File: config.mk
export PLATFORM = sky130hd
export DESIGN_NAME = stopwatch_display
export DESIGN_NICKNAME = d
export VERILOG_FILES = /design/src/rtl/stopwatch_display_pkg.sv /design/src/rtl/stopwatch_display_seg7_decode.sv /design/src/rtl/stopwatch_display.sv
export SDC_FILE = /design/constraint.sdc
export NUM_CORES = 1
export LEC_CHECK = 0
export ABC_CLOCK_PERIOD_IN_PS = 5200
export CAP_MARGIN = 40
export CORE_UTILIZATION = 62
export CTS_CLUSTER_DIAMETER = 150
export CTS_CLUSTER_SIZE = 40
export DETAILED_ROUTE_END_ITERATION = 10
export PLACE_DENSITY_LB_ADDON = 0.25
export SYNTH_ARGS = -nofsm -noshare
export SYNTH_HDL_FRONTEND = slang
export SYNTH_SLANG_ARGS = --single-unit
File: constraint.sdc
create_clock -name clk -period 5.2 [get_ports clk]
set_input_delay 1.04 -clock clk [delete_from_list [all_inputs] [get_ports clk]]
set_output_delay 1.04 -clock clk [all_outputs]
set_load 0.1 [all_outputs]
File: src/rtl/stopwatch_display_pkg.sv
// -----------------------------------------------------------------------------
// stopwatch_display_pkg
// Shared types and constants for the stopwatch 7-segment display driver.
//   digit_e      : scan state, one value per display digit (DIG3 = leftmost).
//   sw_value_t   : {minutes, seconds, tenths} as captured from the counter.
//   SEG_BLANK    : all segments off (active-low).
//   SEG_DASH     : only segment g lit (active-low).
//   DP_N_PATTERN : active-low decimal point per digit, indexed by digit_e.
//   anode_n()    : one-hot-low anode pattern for a digit.
// -----------------------------------------------------------------------------
package stopwatch_display_pkg;

  // Encoding equals the anode bit position, so the scan order is a decrement
  // and the digit value can index the anode / dp patterns directly.
  typedef enum logic [1:0] {
    DIG0 = 2'd0,
    DIG1 = 2'd1,
    DIG2 = 2'd2,
    DIG3 = 2'd3
  } digit_e;

  typedef struct packed {
    logic [3:0] m;
    logic [5:0] ss;
    logic [3:0] d;
  } sw_value_t;

  localparam logic [6:0] SEG_BLANK = 7'b1111111;
  localparam logic [6:0] SEG_DASH  = 7'b0111111;

  // dp lit (0) after minutes (DIG3) and after seconds ones (DIG1): M.SS.D
  localparam logic [3:0] DP_N_PATTERN = 4'b0101;

  function automatic logic [3:0] anode_n(input digit_e dig);
    return ~(4'b0001 << dig);
  endfunction

endpackage

File: src/rtl/stopwatch_display_seg7_decode.sv
// -----------------------------------------------------------------------------
// seg7_decode
// Combinational BCD to 7-segment decoder, active-low, {g,f,e,d,c,b,a}.
//   value : 4-bit digit value; anything above 9 decodes to a dash.
//   seg   : active-low segment pattern.
// -----------------------------------------------------------------------------
module seg7_decode
  import stopwatch_display_pkg::*;
(
  input  logic [3:0] value,
  output logic [6:0] seg
);

  always_comb begin
    seg = SEG_DASH;
    case (value)
      4'd0:    seg = 7'b1000000;
      4'd1:    seg = 7'b1111001;
      4'd2:    seg = 7'b0100100;
      4'd3:    seg = 7'b0110000;
      4'd4:    seg = 7'b0011001;
      4'd5:    seg = 7'b0010010;
      4'd6:    seg = 7'b0000010;
      4'd7:    seg = 7'b1111000;
      4'd8:    seg = 7'b0000000;
      4'd9:    seg = 7'b0010000;
      default: seg = SEG_DASH;
    endcase
  end

endmodule

File: src/rtl/stopwatch_display.sv
// -----------------------------------------------------------------------------
// stopwatch_display
// Drives a 4-digit common-anode multiplexed 7-segment display as M.SS.D from
// the stopwatch counter. The counter value is double-sampled and copied into a
// snapshot only at frame boundaries (DIG0 -> DIG3) when two consecutive
// samples agree and hold is low, so a frame never shows a torn value.
//
// Parameters:
//   REFRESH_DIV : clk cycles per digit slot (>= GUARD+1).
//   GUARD       : cycles at the start of each slot with all anodes off (>= 1).
// Ports:
//   clk  : system clock.
//   clr  : asynchronous active-high reset.
//   M    : minutes (binary, 0-9 valid).
//   SS   : seconds (binary, 0-59 valid).
//   D    : tenths (binary, 0-9 valid).
//   hold : 1 freezes the displayed value (lap).
//   seg  : {g,f,e,d,c,b,a}, active-low, registered.
//   dp   : decimal point, active-low, registered.
//   an   : anodes, active-low, an[3] = leftmost digit, registered.
// Build option:
//   STOPWATCH_DISPLAY_LZ_BLANK_EN : blank a leading zero minute digit and,
//   when minutes are blank, a zero seconds-tens digit.
// -----------------------------------------------------------------------------
module stopwatch_display
  import stopwatch_display_pkg::*;
#(
  parameter int REFRESH_DIV = 50000,
  parameter int GUARD       = 2
) (
  input  logic       clk,
  input  logic       clr,
  input  logic [3:0] M,
  input  logic [5:0] SS,
  input  logic [3:0] D,
  input  logic       hold,
  output logic [6:0] seg,
  output logic       dp,
  output logic [3:0] an
);

  localparam int DIV_W = (REFRESH_DIV > 1) ? $clog2(REFRESH_DIV) : 1;
  localparam logic [DIV_W-1:0] DIV_LAST = DIV_W'(REFRESH_DIV - 1);
  localparam logic [DIV_W-1:0] GUARD_V  = DIV_W'(GUARD);

  logic [DIV_W-1:0] div_q, div_d;
  digit_e           state_q, state_d;
  sw_value_t        sample_a_q, sample_b_q;
  sw_value_t        snap_q, snap_d;
  logic [6:0]       seg_q, seg_d;
  logic             dp_q, dp_d;
  logic [3:0]       an_q, an_d;

  logic       slot_end;
  logic       frame_end;
  logic       coherent;
  logic       ss_valid;
  logic [3:0] ss_tens;
  logic [3:0] ss_ones;
  logic [3:0] digit_val;
  logic [6:0] dec_seg;
  logic       lz_blank;

  // Divider, scan state and snapshot update.
  always_comb begin
    slot_end  = (div_q == DIV_LAST);
    frame_end = slot_end && (state_q == DIG0);
    coherent  = (sample_a_q == sample_b_q);

    div_d   = slot_end ? '0 : div_q + 1'b1;
    state_d = slot_end ? digit_e'(state_q - 2'd1) : state_q;

    snap_d = snap_q;
    if (frame_end && !hold && coherent) begin
      snap_d = sample_b_q;
    end
  end

  // Seconds split into BCD; out-of-range seconds become dashes on both digits.
  always_comb begin
    ss_valid = (snap_q.ss < 6'd60);
    ss_tens  = 4'(snap_q.ss / 6'd10);
    ss_ones  = 4'(snap_q.ss % 6'd10);
  end

  always_comb begin
    digit_val = snap_q.d;
    case (state_q)
      DIG3: digit_val = snap_q.m;
      DIG2: digit_val = ss_valid ? ss_tens : 4'hF;
      DIG1: digit_val = ss_valid ? ss_ones : 4'hF;
      DIG0: digit_val = snap_q.d;
      default: digit_val = snap_q.d;
    endcase
  end

  seg7_decode u_seg7_decode (
    .value (digit_val),
    .seg   (dec_seg)
  );

`ifdef STOPWATCH_DISPLAY_LZ_BLANK_EN
  always_comb begin
    lz_blank = 1'b0;
    if (snap_q.m == 4'd0) begin
      if (state_q == DIG3) begin
        lz_blank = 1'b1;
      end else if ((state_q == DIG2) && ss_valid && (ss_tens == 4'd0)) begin
        lz_blank = 1'b1;
      end
    end
  end
`else
  always_comb begin
    lz_blank = 1'b0;
  end
`endif

  // Output stage: guard window blanks everything so the previous digit's
  // segments never ghost onto the newly selected anode.
  always_comb begin
    an_d  = 4'hF;
    seg_d = SEG_BLANK;
    dp_d  = 1'b1;
    if (div_q >= GUARD_V) begin
      an_d = anode_n(state_q);
      if (lz_blank) begin
        seg_d = SEG_BLANK;
        dp_d  = 1'b1;
      end else begin
        seg_d = dec_seg;
        dp_d  = DP_N_PATTERN[state_q];
      end
    end
  end

  always_ff @(posedge clk or posedge clr) begin
    if (clr) begin
      div_q      <= '0;
      state_q    <= DIG3;
      sample_a_q <= '0;
      sample_b_q <= '0;
      snap_q     <= '0;
      seg_q      <= SEG_BLANK;
      dp_q       <= 1'b1;
      an_q       <= 4'hF;
    end else begin
      div_q      <= div_d;
      state_q    <= state_d;
      sample_a_q <= {M, SS, D};
      sample_b_q <= sample_a_q;
      snap_q     <= snap_d;
      seg_q      <= seg_d;
      dp_q       <= dp_d;
      an_q       <= an_d;
    end
  end

  assign seg = seg_q;
  assign dp  = dp_q;
  assign an  = an_q;

endmodule
Word level (Yosys, flattened, before mapping):

Memory sizes are Yosys's and may differ from the RTL's.
Index checks and enable logic that the tools add are counted.

* reductions and logical operators: 5
* divide/modulo/power cells: 2
* muxes and demuxes: 9
* shift-type cells: 1
* $add $sub $neg: 2
* bitwise gates (word level): 1
* order comparisons: 3
* eq/ne operators: 5

Operators by type and width (count)
* 16-bit by 1-bit adder with 16-bit output (second input constant): 1
* 16-bit equality test (second input constant): 1
* 16-bit by 2-bit >= comparator with 1-bit output (second input constant): 1
* 16-bit 2-to-1 mux: 1
* 4-bit case mux with 4 select lines: 1
* 14-bit equality test: 1
* 4-bit 2-to-1 mux: 3
* 7-bit 2-to-1 mux: 1
* 6-bit by 4-bit divider with 6-bit output (second input constant): 1
* 6-bit less-than comparator (second input constant): 1
* 6-bit by 4-bit modulo with 6-bit output (second input constant): 1
* 2-bit equality test (second input constant): 2
* 4-bit NOT: 1
* 1-bit by 2-bit left shift with 4-bit output (first input constant): 1
* 1-bit logical AND: 3
* 2-bit by 3-bit less-than comparator with 1-bit output (second input constant): 1
* 1-bit binary-select mux with 2-bit select: 1
* 2-bit by 1-bit equality test with 1-bit output (second input constant): 1
* 2-bit logical NOT: 1
* 1-bit 2-to-1 mux: 2
* 2-bit by 1-bit subtractor with 2-bit output (second input constant): 1
* 1-bit logical NOT: 1

* register bits: 72
* word-level logic and storage cells: 43
* bits in read-only memories: 112
* memories: 1
* bits of input ports: 17

Memory list
* (no name shown): depth 16, width 7, read ports 1, clocked after memory_dff 0, write ports 0, RTL line stopwatch_display_seg7_decode.sv:16 `case (value)`

Longest topological paths before layout:

An unclocked memory read counts as a cell.

* word-level depth: 5
* gate-level depth with buffers: 13

By module:

A second synthesis with hierarchy kept.

* cells, all modules: 321
* area total of the unflattened synthesis: 3514.6 um^2

Modules (own cells, without submodules)
* stopwatch_display: instances 1, seq. area each 1819.2 um^2, cells an instance 288, area each 3309.4 um^2
* seg7_decode: instances 1, seq. area each 0.0 um^2, cells an instance 33, area each 205.2 um^2

Worst setup path before layout:

OpenSTA, ideal clock, no wires.

* path kind: flip-flop to flip-flop
* from: reg snap_q[8] (netlist name)
* to: reg seg_q[0], in the netlist seg[0]
* period minus slack after synthesis: 2612 ps
* stages on the path, launching flop included: 14
* setup slack: 2588 ps
* arrival time: 2530 ps
* required time: 5118 ps
* cell sequence: dfrtp_1 > buf_6 > buf_2 > nand3b_1 > a21oi_1 > a311oi_1 > ha_1 > and2_1 > o32ai_2 > nor4_2 > or2_1 > buf_6 > and4_4 > nor3_1

* cells in the longest elaborated chain, start to end: 5
* elaborated cells between the ends (all ways): 8

RTL lines
* from (decl): RTL line stopwatch_display.sv:49 `sw_value_t snap_q, snap_d;`
* from (signal assigned): RTL line stopwatch_display.sv:152 `snap_q <= snap_d;`
* 6-bit by 4-bit modulo with 6-bit output, or another cell as far along: RTL line stopwatch_display.sv:83 `ss_ones = 4'(snap_q.ss % 6'd10);`
* 4-bit 2-to-1 mux, on equally long branches: RTL line stopwatch_display.sv:91, stopwatch_display.sv:90
* 4-bit case mux with 4 select lines (*): RTL line stopwatch_display.sv:88 `case (state_q)`
* memory read 16 x 7 bit (*)
* 7-bit 2-to-1 mux (*): RTL line stopwatch_display.sv:125 `if (div_q >= GUARD_V) begin`
* named net seg_d[0]: RTL line stopwatch_display.sv:50 `logic [6:0] seg_q, seg_d;`
* to (signal assigned): RTL line stopwatch_display.sv:153 `seg_q <= seg_d;`
* to (decl): RTL line stopwatch_display.sv:50

The timed path passes the listed nets; every way through them passes the cells marked *.
A chain may end at the register's enable or synchronous reset.

Worst setup path after layout:

* from: reg snap_q[7] (netlist name)
* to: reg seg_q[4], in the netlist seg[4]

Same word-level chain as after synthesis.

==> flow_summary_export.csv <==
group,metric,value,unit
sta,max_freq,322,MHz
power,power.density,265,nW/µm²
sta,hold_violations,0,
cts,clk_pin_slew,0.08,ns
final_layout,syn_to_final_growth,18.9,%
cts,ctsHtreeMaxLevel,3,
critical_path,critPathBufInv,0,
sta,slew_violations,0,
critical_path,worstSetupPathType,"flop to flop",
synthesis,synthTopCellsByCount,"58 x dfrtp_1, 26 x nand2_1, 21 x nor2_1",
critical_path,crit_chain,"nand3b_1, a21oi_1, a311oi_1, ha_1, nor2b_1, o2111a_1, a41oi_1, a221oi_2, mux2i_1, o41a_1",
critical_path,cp_max_fo,22,
global_routing,grt_usage,24.8,%
synthesis,synth.avg_cell_area,11.2,µm²
power,vdd_drop_max,0.000219,V
critical_path,cp.arrival,3.38,ns
cts,clockBufferDepth,2,
sta,tightest_slew,0.823,ns
global_routing,grt_pass1_vias,2447,
global_routing,grt_overflow_total,0,
cts,cts_tree,"yes",
floorplan,die_w,76.9,µm
power,p_sw_share,21.5,%
critical_path,cp-start-kind,"flop",
final_layout,fin_util,78.5,%
synthesis,synth_edf_count,0,
synthesis,synth_cells,312,
sta,fin_crit_sh,59.7,%
power,p_sw,236,µW
floorplan,die_height,76.9,µm
sta,slew_headroom,45.1,%
routing,first_iter_violations,172,
critical_path,critPathCaptureType,"flop",
critical_path,crit_family,"compound AO/OA/AOI/OAI gates",
synthesis,netlist_area,3480,µm²
floorplan,fp.coreArea,5270,µm²
placed_design,hpwl,4.65,mm
sta,fin_skew,0.0104,ns
sta,holdWs,0.396,ns
cts,clock_sinks,72,
routing,routed_wl,6.55,mm
power,p_clk_share,44.1,%
routing,drc_errors,0,
global_routing,grt_max_degree,54,
routing,via_per_inst,5.80,
floorplan,num_io_pins,29,
cts,cts_resized,0,
routing,wl_per_cell,15.5,µm
synthesis,yosys.area.top_type_share,41.7,%
power,p_int,860,µW
final_layout,final_nets,380,
critical_path,critPathSlowestCell,"dfrtp_1",
power,share_comb_of_total_power,3.0,%
cts,cts_buffers,9,
floorplan,start_util,66.0,%
global_routing,antenna_found_initial,0,
global_routing,grt_pass1_wl,11.2,mm
cts,cts_root_buf,"clkbuf_8",
synthesis,synth_most_common_cell,"dfrtp_1",
synthesis,dominantRegCellSynth,"dfrtp_1",
floorplan,die_area,5920,µm²
placed_design,gp_congestion,0.940,
flow_run,drv_cap,0,
hold_path,holdCritPathClass,"flop to flop",
final_layout,n_antenna_cell,0,
synthesis,yosysWarnings,0,
cts,holdBufCountCts,0,
synthesis,ys_seq_area_share,52.3,%
sta,rsz0062_at_grt,"no",
outcome,status,"complete, no violations",
sta,period_minus_slack,3.10,ns
synthesis,ys_ff_latch,72,
synthesis,yosysTopAreaCell,"dfrtp_1",
synthesis,synth.area.top_cells,"dfrtp_1 42%, dfstp_2 11%, ha_1 5.0%",
synthesis,synth_nets,343,
routing,firstDrtPassIters,5,
power,power_frac_seq,52.9,%
cts,clock_latency,0.35,ns
power,power_leakage,0.00178,µW
routing,num_vias,2461,
sta,finalSetupViolations,0,
sta,setup_tns,0,ns
floorplan,rows,26,
placed_design,port_buffers,28,
synthesis,async_flop_share,100,%
cts,postCtsSetupBuffers,0,
critical_path,cp_slowest_stage_delay,0.77,ns
synthesis,netlist-cell-type-count,53,
final_layout,nFillCells,346,
critical_path,reg2reg_slack,2.10,ns
final_layout,drive_above_1_share,15.8,%
critical_path,required,5.48,ns
routing,ant_nets,0,
per-stage QoR:
stage / instances / total power (µW) / worst slack [ns] / area (µm²)
after floorplan: 312 / 605 / 2.36 / 3480
after global placement: 396 / 622 / 2.26 / 3740
after detailed placement: 408 / 624 / 2.19 / 3920
after CTS: 424 / 1100 / 2.15 / 4140
after global routing: 424 / 1130 / 1.88 / 4140
final: 424 / 1100 / 2.10 / 4140
cells by family (layout without fill, tap and decap cells):
logic type,Yosys count,after routing,share of synthesized area (%)
adder cells (fa/ha/maj),15,15,5.36
AND/OR/NAND/NOR,109,109,16.9
multiplexers,12,12,3.77
AO/OA/AOI/OAI,46,46,9.42
XOR/XNOR,30,30,7.55
buffers and inverters,28,70,4.78
flip-flops,72,72,52.3
flip-flops by register name, summed over array words and instances (netlist names):
name	count
div_q	16
sample_a_q	14
sample_b_q	14
snap_q	14
seg	7
an	4
state_q	2
dp	1
power groups by stage:
stage               clock network (µW)  logic, µW  registers (µW)
floorplan                            0       17.2             588
global placement                     0       32.9             589
detailed placement                   0       33.6             590
CTS                                489       33.8             580
global route                       515       37.0             581
finish                             483       33.0             580
routing by layer:
layer / vias to the layer above / wire (µm) / GRT usage (%)
met5: - / 0 / 0
met4: 0 / 107 / 13.3
met3: 12 / 301 / 4.76
met2: 86 / 3230 / 39.1
met1: 1206 / 2920 / 32.5
li1: 1157 / - / -
layout by cell type, fill, tap and decap left out, drive strengths merged, types with 6 or more instances in the layout:
master         instances
nand2b                 6
xor2                  14
o21ai                 16
ha                    14
xnor2                 16
a21oi                 10
nor2b                  7
dfrtp                 58
nor2                  21
inv                   14
nand2                 26
nor4                  10
buf                   13
nor3                   6
nand3                  9
mux2                   9
dfstp                 14
clkdlybuf4s50         28
clkbuf                 9
final cells by class:
cell class | count | area [µm²] | area share (%)
tap | 70 | 87.6 | 2.12
clock inverter | 7 | 95.1 | 2.30
inverter | 13 | 48.8 | 1.18
timing repair buffer | 41 | 468 | 11.3
clock buffer | 9 | 124 | 2.99
multi-input combinational | 212 | 1500 | 36.1
sequential | 72 | 1820 | 44.0
path summary, 6_finish.rpt:
path,from,to,cells past startpoint
worst max-delay path,snap_q[7],seg[4],10
worst max register to register,snap_q[7],seg[4],10
worst min register to register,sample_a_q[13],sample_b_q[13],0
min in group asynchronous,clr,sample_a_q[1],2
max in group asynchronous,clr,div_q[4],3
worst min-delay path,sample_a_q[13],sample_b_q[13],0
(Power assumes the default switching activity.)
